### config.mk
export PLATFORM = sky130hd
export DESIGN_NAME = ifetch_queue
export DESIGN_NICKNAME = d
export VERILOG_FILES = /design/src/rtl/ifetch_queue.sv
export SDC_FILE = /design/constraint.sdc
export NUM_CORES = 1
export LEC_CHECK = 0
export CORE_MARGIN = 2
export CORE_UTILIZATION = 35
export CTS_CLUSTER_DIAMETER = 40
export DETAILED_ROUTE_END_ITERATION = 10
export PLACE_DENSITY_LB_ADDON = 0.25
export SLEW_MARGIN = 20
export SYNTH_ARGS = -nofsm -noshare
export SYNTH_HDL_FRONTEND = slang
export SYNTH_SLANG_ARGS = --single-unit
### constraint.sdc
create_clock -name clk -period 3.1 [get_ports clk]
set_input_delay 0.62 -clock clk [delete_from_list [all_inputs] [get_ports clk]]
set_output_delay 0.62 -clock clk [all_outputs]
set_load 0.02 [all_outputs]
### src/rtl/ifetch_queue.sv
`default_nettype none
// ============================================================================
// Module      : ifetch_queue
// Description : Instruction fetch stage. Owns the PC, drives the instruction
//               memory address and Stand-by request, captures returned words
//               into a tagged FIFO for decode, handles redirects and WFI
//               sleep/wake sequencing.
//               Optional build macro IFETCH_SLEEP_CNT_EN adds the
//               saturating sleep_cycles counter output.
// Revision    : 1.0 - initial release
// ============================================================================
module ifetch_queue #(
    parameter logic [31:0] RESET_PC = 32'h0000_0000,
    parameter int          DEPTH    = 2
) (
    input  logic        clk,
    input  logic        rst_n,
    input  logic        redirect_valid,
    input  logic [31:0] redirect_pc,
    input  logic        wfi_req,
    input  logic [31:0] wfi_pc,
    input  logic        irq_pending,
    output logic [31:0] imem_addr,
    output logic        imem_wfi,
    input  logic [31:0] imem_rdata,
    output logic        inst_valid,
    input  logic        inst_ready,
    output logic [31:0] inst_data,
    output logic [31:0] inst_pc,
    output logic        sleeping
`ifdef IFETCH_SLEEP_CNT_EN
    ,
    output logic [31:0] sleep_cycles
`endif
);

    localparam int c_PTR_W = (DEPTH > 2) ? $clog2(DEPTH) : 1;
    localparam int c_CNT_W = c_PTR_W + 1;
    localparam int c_OCC_W = c_CNT_W + 1;
    localparam logic [c_OCC_W-1:0] c_DEPTH = c_OCC_W'(DEPTH);

    typedef enum logic [1:0] {
        ST_RUN   = 2'd0,
        ST_SLEEP = 2'd1,
        ST_WAKE  = 2'd2
    } state_t;

    state_t               r_state;
    state_t               w_state_nxt;
    logic [31:0]          r_fetch_pc;
    logic [31:0]          w_fetch_pc_nxt;
    logic                 r_inflight;
    logic [31:0]          r_inflight_pc;
    logic [31:0]          r_q_data [DEPTH];
    logic [31:0]          r_q_pc   [DEPTH];
    logic [c_PTR_W-1:0]   r_rd_ptr;
    logic [c_PTR_W-1:0]   r_wr_ptr;
    logic [c_CNT_W-1:0]   r_count;

    logic                 w_wfi_take;
    logic                 w_flush;
    logic                 w_pop;
    logic                 w_push;
    logic                 w_issue;
    logic [c_OCC_W-1:0]   w_occ;

    // A WFI only counts in RUN and loses to a coincident redirect.
    assign w_wfi_take = (r_state == ST_RUN) && wfi_req && !redirect_valid;
    assign w_flush    = redirect_valid || w_wfi_take;

    assign inst_valid = (r_count != '0);
    assign w_pop      = inst_valid && inst_ready;
    // The word arriving this cycle belongs to last cycle's issue; a flush
    // in this cycle is what discards it.
    assign w_push     = r_inflight && !w_flush;

    // Occupancy after this cycle's pop, counting the word still in flight.
    assign w_occ   = {1'b0, r_count} - c_OCC_W'(w_pop) + c_OCC_W'(r_inflight);
    assign w_issue = (r_state == ST_RUN) && !w_flush && (w_occ < c_DEPTH);

    assign imem_addr = r_fetch_pc;
    assign imem_wfi  = (r_state == ST_SLEEP);
    assign sleeping  = (r_state == ST_SLEEP);
    assign inst_data = r_q_data[r_rd_ptr];
    assign inst_pc   = r_q_pc[r_rd_ptr];

    // Sleep/wake state register.
    always_ff @(posedge clk or negedge rst_n) begin
        if (!rst_n) begin
            r_state <= ST_RUN;
        end else begin
            r_state <= w_state_nxt;
        end
    end

    // Next-state logic: WAKE always lasts exactly one cycle for Stand-by exit.
    always_comb begin
        w_state_nxt = r_state;
        case (r_state)
            ST_RUN: begin
                if (w_wfi_take && !irq_pending) begin
                    w_state_nxt = ST_SLEEP;
                end
            end
            ST_SLEEP: begin
                if (irq_pending || redirect_valid) begin
                    w_state_nxt = ST_WAKE;
                end
            end
            ST_WAKE: begin
                w_state_nxt = ST_RUN;
            end
            default: begin
                w_state_nxt = ST_RUN;
            end
        endcase
    end

    // Next fetch PC: redirect, then WFI resume address, then sequential.
    always_comb begin
        w_fetch_pc_nxt = r_fetch_pc;
        if (redirect_valid) begin
            w_fetch_pc_nxt = {redirect_pc[31:2], 2'b00};
        end else if (w_wfi_take) begin
            w_fetch_pc_nxt = {wfi_pc[31:2], 2'b00};
        end else if (w_issue) begin
            w_fetch_pc_nxt = r_fetch_pc + 32'd4;
        end
    end

    // PC register and in-flight tag for the word being read this cycle.
    always_ff @(posedge clk or negedge rst_n) begin
        if (!rst_n) begin
            r_fetch_pc    <= {RESET_PC[31:2], 2'b00};
            r_inflight    <= 1'b0;
            r_inflight_pc <= '0;
        end else begin
            r_fetch_pc <= w_fetch_pc_nxt;
            r_inflight <= w_issue;
            if (w_issue) begin
                r_inflight_pc <= r_fetch_pc;
            end
        end
    end

    // Instruction FIFO; a flush empties it and overrides any push/pop.
    always_ff @(posedge clk or negedge rst_n) begin
        if (!rst_n) begin
            r_rd_ptr <= '0;
            r_wr_ptr <= '0;
            r_count  <= '0;
            for (int i = 0; i < DEPTH; i++) begin
                r_q_data[i] <= '0;
                r_q_pc[i]   <= '0;
            end
        end else if (w_flush) begin
            r_rd_ptr <= '0;
            r_wr_ptr <= '0;
            r_count  <= '0;
        end else begin
            if (w_push) begin
                r_q_data[r_wr_ptr] <= imem_rdata;
                r_q_pc[r_wr_ptr]   <= r_inflight_pc;
                r_wr_ptr           <= r_wr_ptr + 1'b1;
            end
            if (w_pop) begin
                r_rd_ptr <= r_rd_ptr + 1'b1;
            end
            if (w_push && !w_pop) begin
                r_count <= r_count + 1'b1;
            end else if (!w_push && w_pop) begin
                r_count <= r_count - 1'b1;
            end
        end
    end

`ifdef IFETCH_SLEEP_CNT_EN
    logic [31:0] r_sleep_cnt;

    // Saturating count of cycles spent in SLEEP; cleared only by reset.
    always_ff @(posedge clk or negedge rst_n) begin
        if (!rst_n) begin
            r_sleep_cnt <= '0;
        end else if ((r_state == ST_SLEEP) && (r_sleep_cnt != 32'hFFFF_FFFF)) begin
            r_sleep_cnt <= r_sleep_cnt + 32'd1;
        end
    end

    assign sleep_cycles = r_sleep_cnt;
`endif

endmodule
`default_nettype wire

==> impl_metrics.tcl <==
set metrics [dict create \
    cts_hold_buffers 0 \
    grt_use_met3 0.04596 \
    crit_path_end_kind "output port" \
    hold_viol 0 \
    fin_setup_tns_ps 0 \
    rows 58 \
    finalSetupViolations 0 \
    cts_resized 0 \
    crit_path_start_kind "register" \
    grt_max_degree 84 \
    grt_pass1_wl_microns 35870 \
    period_needed_ps 2904 \
    swShare 0.3066 \
    grtUsageMet2 0.2722 \
    status "finished clean" \
    max-vdd-ir-drop_uv 281.3 \
    async_reset_ff_frac 1.000 \
    clkPwrFrac 0.264 \
    drive_gt1_frac 0.3169 \
    grt_antenna_before_repair 0 \
    initial_core_util 0.3584 \
    crit_arrival_ps 2280 \
    pwr-share-seq 0.415 \
    skew_ps 14.53 \
    p_switching_w 0.002588 \
    p_total_w 0.008441 \
    wirelength_microns 23470 \
    seq_area_frac_synth 0.5266 \
    worst_pin_slew_ps 685.3 \
    cts_made_buffers 17 \
    worstSetupPathType "register to output port" \
    clock_latency_ps 430 \
    grt-ovfl-total 0 \
    required_ps 2480 \
    dieArea_sq_mm 0.02724 \
    clk_pin_slew_ps 70 \
    ioPinCount 201 \
    drt-initial-drc-count 496 \
    use_met1 0.2373 \
    cts-root-buf "clkbuf_16" \
    nets 1047 \
    synthFlopType "dfrtp_1" \
    intPower_w 0.005853 \
    grt_pass1_vias 6570 \
    synth_edf_count 0 \
    p_leak_nw 5.198 \
    cap_viol_max_count 0 \
    core_region_area_sq_mm 0.02533 \
    fp.dieW_microns 165.0 \
    synth_seq_cells 191 \
    io_buffers 192 \
    synth.distinct_cells 52 \
    grt-busiest-layer "met2" \
    drc 0 \
    synthCells 735 \
    wl_per_cell_microns 18.25 \
    area_growth_pct 34.88 \
    cts_max_level 4 \
    clock_path_buffers 2 \
    globalplace.congestion 0.8557 \
    fin_util 0.4834 \
    antenna_left 0 \
    vias 6599 \
    rsz0062_at_grt "no" \
    layout_common_cells "mux2_2 (217), dfrtp_1 (190), clkdlybuf4s50_1 (190)" \
    cts.sinks 191 \
    diodes 0 \
    power_density_mw_per_mm2 689.5 \
    avgSynthCellArea_sq_um 12.35 \
    finalMaxSlewViolations 0 \
    vias_per_cell 5.131 \
    dr.pass1.iters 5 \
    die_h_microns 165.0 \
    power_frac_comb 0.321 \
    worst-path-max-fanout 18 \
    place_hpwl_microns 16620 \
    slew_headroom 0.5431 \
    cts_tree "yes" \
    final_common_cell "mux2_2" \
    syn-cell-area_sq_mm 0.009076 \
    ys_warn_count 0 \
    max_freq_mhz 344.3 \
    post-cts-setup-buffers 0 \
    track_usage 0.1720 \
    post-route-period-util 0.9369 \
    hold_path.class "primary input to async pin" \
]
[cells in the mapped netlist (7+ instances only)]
cell type	n	share of area
a21oi_1	27	0.015
nand2_1	46	0.019
mux2_2	217	0.27
nand3_1	10	0.0055
nor2b_1	16	0.011
a22oi_1	15	0.012
dfrtp_1	191	0.53
inv_1	7	0.0029
buf_2	17	0.0094
nor3_1	9	0.0050
o21ai_0	30	0.017
clkbuf_1	22	0.0091
nor2_1	26	0.011
nand4_1	9	0.0062
[per-stage QoR]
step                instances  hold slack [ps]  instance area (sq um)  worst slack (ps)
floorplan                 738            324.4                   9087             392.0
detailed placement       1254            487.3                  11660            -125.9
finish                   1286            236.3                  12240             195.5
global placement         1254            480.4                  11660            -58.45
global route             1286            287.6                  12240             102.1
CTS                      1286            252.9                  12240             153.6
[kinds of logic after synthesis]
group	synth area share
flip-flops	0.5266
buffers and inverters	0.02674
adder cells (fa/ha/maj)	0.003584
multiplexers	0.2747
AND/OR/NAND/NOR	0.08175
AO/OA/AOI/OAI	0.08037
other	0.0004132
XOR/XNOR	0.005790
[path summary, 6_finish.rpt]
| kind | start | slack [ps] | endpoint | cells past startpoint |
|---|---|---|---|---|
| setup / recovery | r_rd_ptr$_DFFE_PN0P_ | 200 | inst_pc[19] | 3 |
| hold / removal | rst_n | 240 | r_q_data[8]$_DFFE_PN0P_ | 1 |
| setup reg to reg | r_count[1]$_DFFE_PN0P_ | 510 | imem_addr[29]$_DFFE_PN0P_ | 11 |
| hold reg to reg | r_q_pc[16]$_DFFE_PN0P_ | 500 | r_q_pc[16]$_DFFE_PN0P_ | 1 |
| max in group asynchronous | rst_n | 1990 | imem_addr[8]$_DFFE_PN0P_ | 2 |
| min in group clk | r_q_pc[16]$_DFFE_PN0P_ | 500 | r_q_pc[16]$_DFFE_PN0P_ | 1 |
[worst max-delay path: stages, from the launching register on]
cell	delay [ps]
dfrtp_4	620
buf_4	290
mux2_2	350
clkdlybuf4s50_1	590
[registers in the layout (all words and copies together), names as in the netlist]
signal and flops:
r_q_data 64, r_q_pc 60, imem_addr 30, r_inflight_pc 30, r_count 2, r_state 2, r_inflight 1, r_rd_ptr 1
r_wr_ptr 1
[layout make-up]
type / count / area, sq um
fillers: 2300 / 13090
flip-flops and latches: 191 / 4783
multi-input cells: 493 / 4093
repair buffers: 233 / 2341
clock buffers: 19 / 432.9
well taps: 330 / 412.9
clock inverters: 13 / 152.6
inverters: 7 / 26.28
[per-layer routing]
layer,share of wire,up-vias,routed length [microns]
met5,0,-,0
li1,-,3088,-
met4,0.0084,0,197
met2,0.45,246,10660
met3,0.070,20,1636
met1,0.47,3245,10980
[power groups by stage]
stage | Clock [W] | Combinational (W) | Sequential [W]
global placement | 0 | 0.00270 | 0.00353
detailed placement | 0 | 0.00273 | 0.00355
CTS | 0.00230 | 0.00274 | 0.00350
floorplan | 0 | 0.00151 | 0.00348
global route | 0.00240 | 0.00289 | 0.00359
finish | 0.00223 | 0.00271 | 0.00350
No activity file was read; power rests on OpenSTA's default activity.
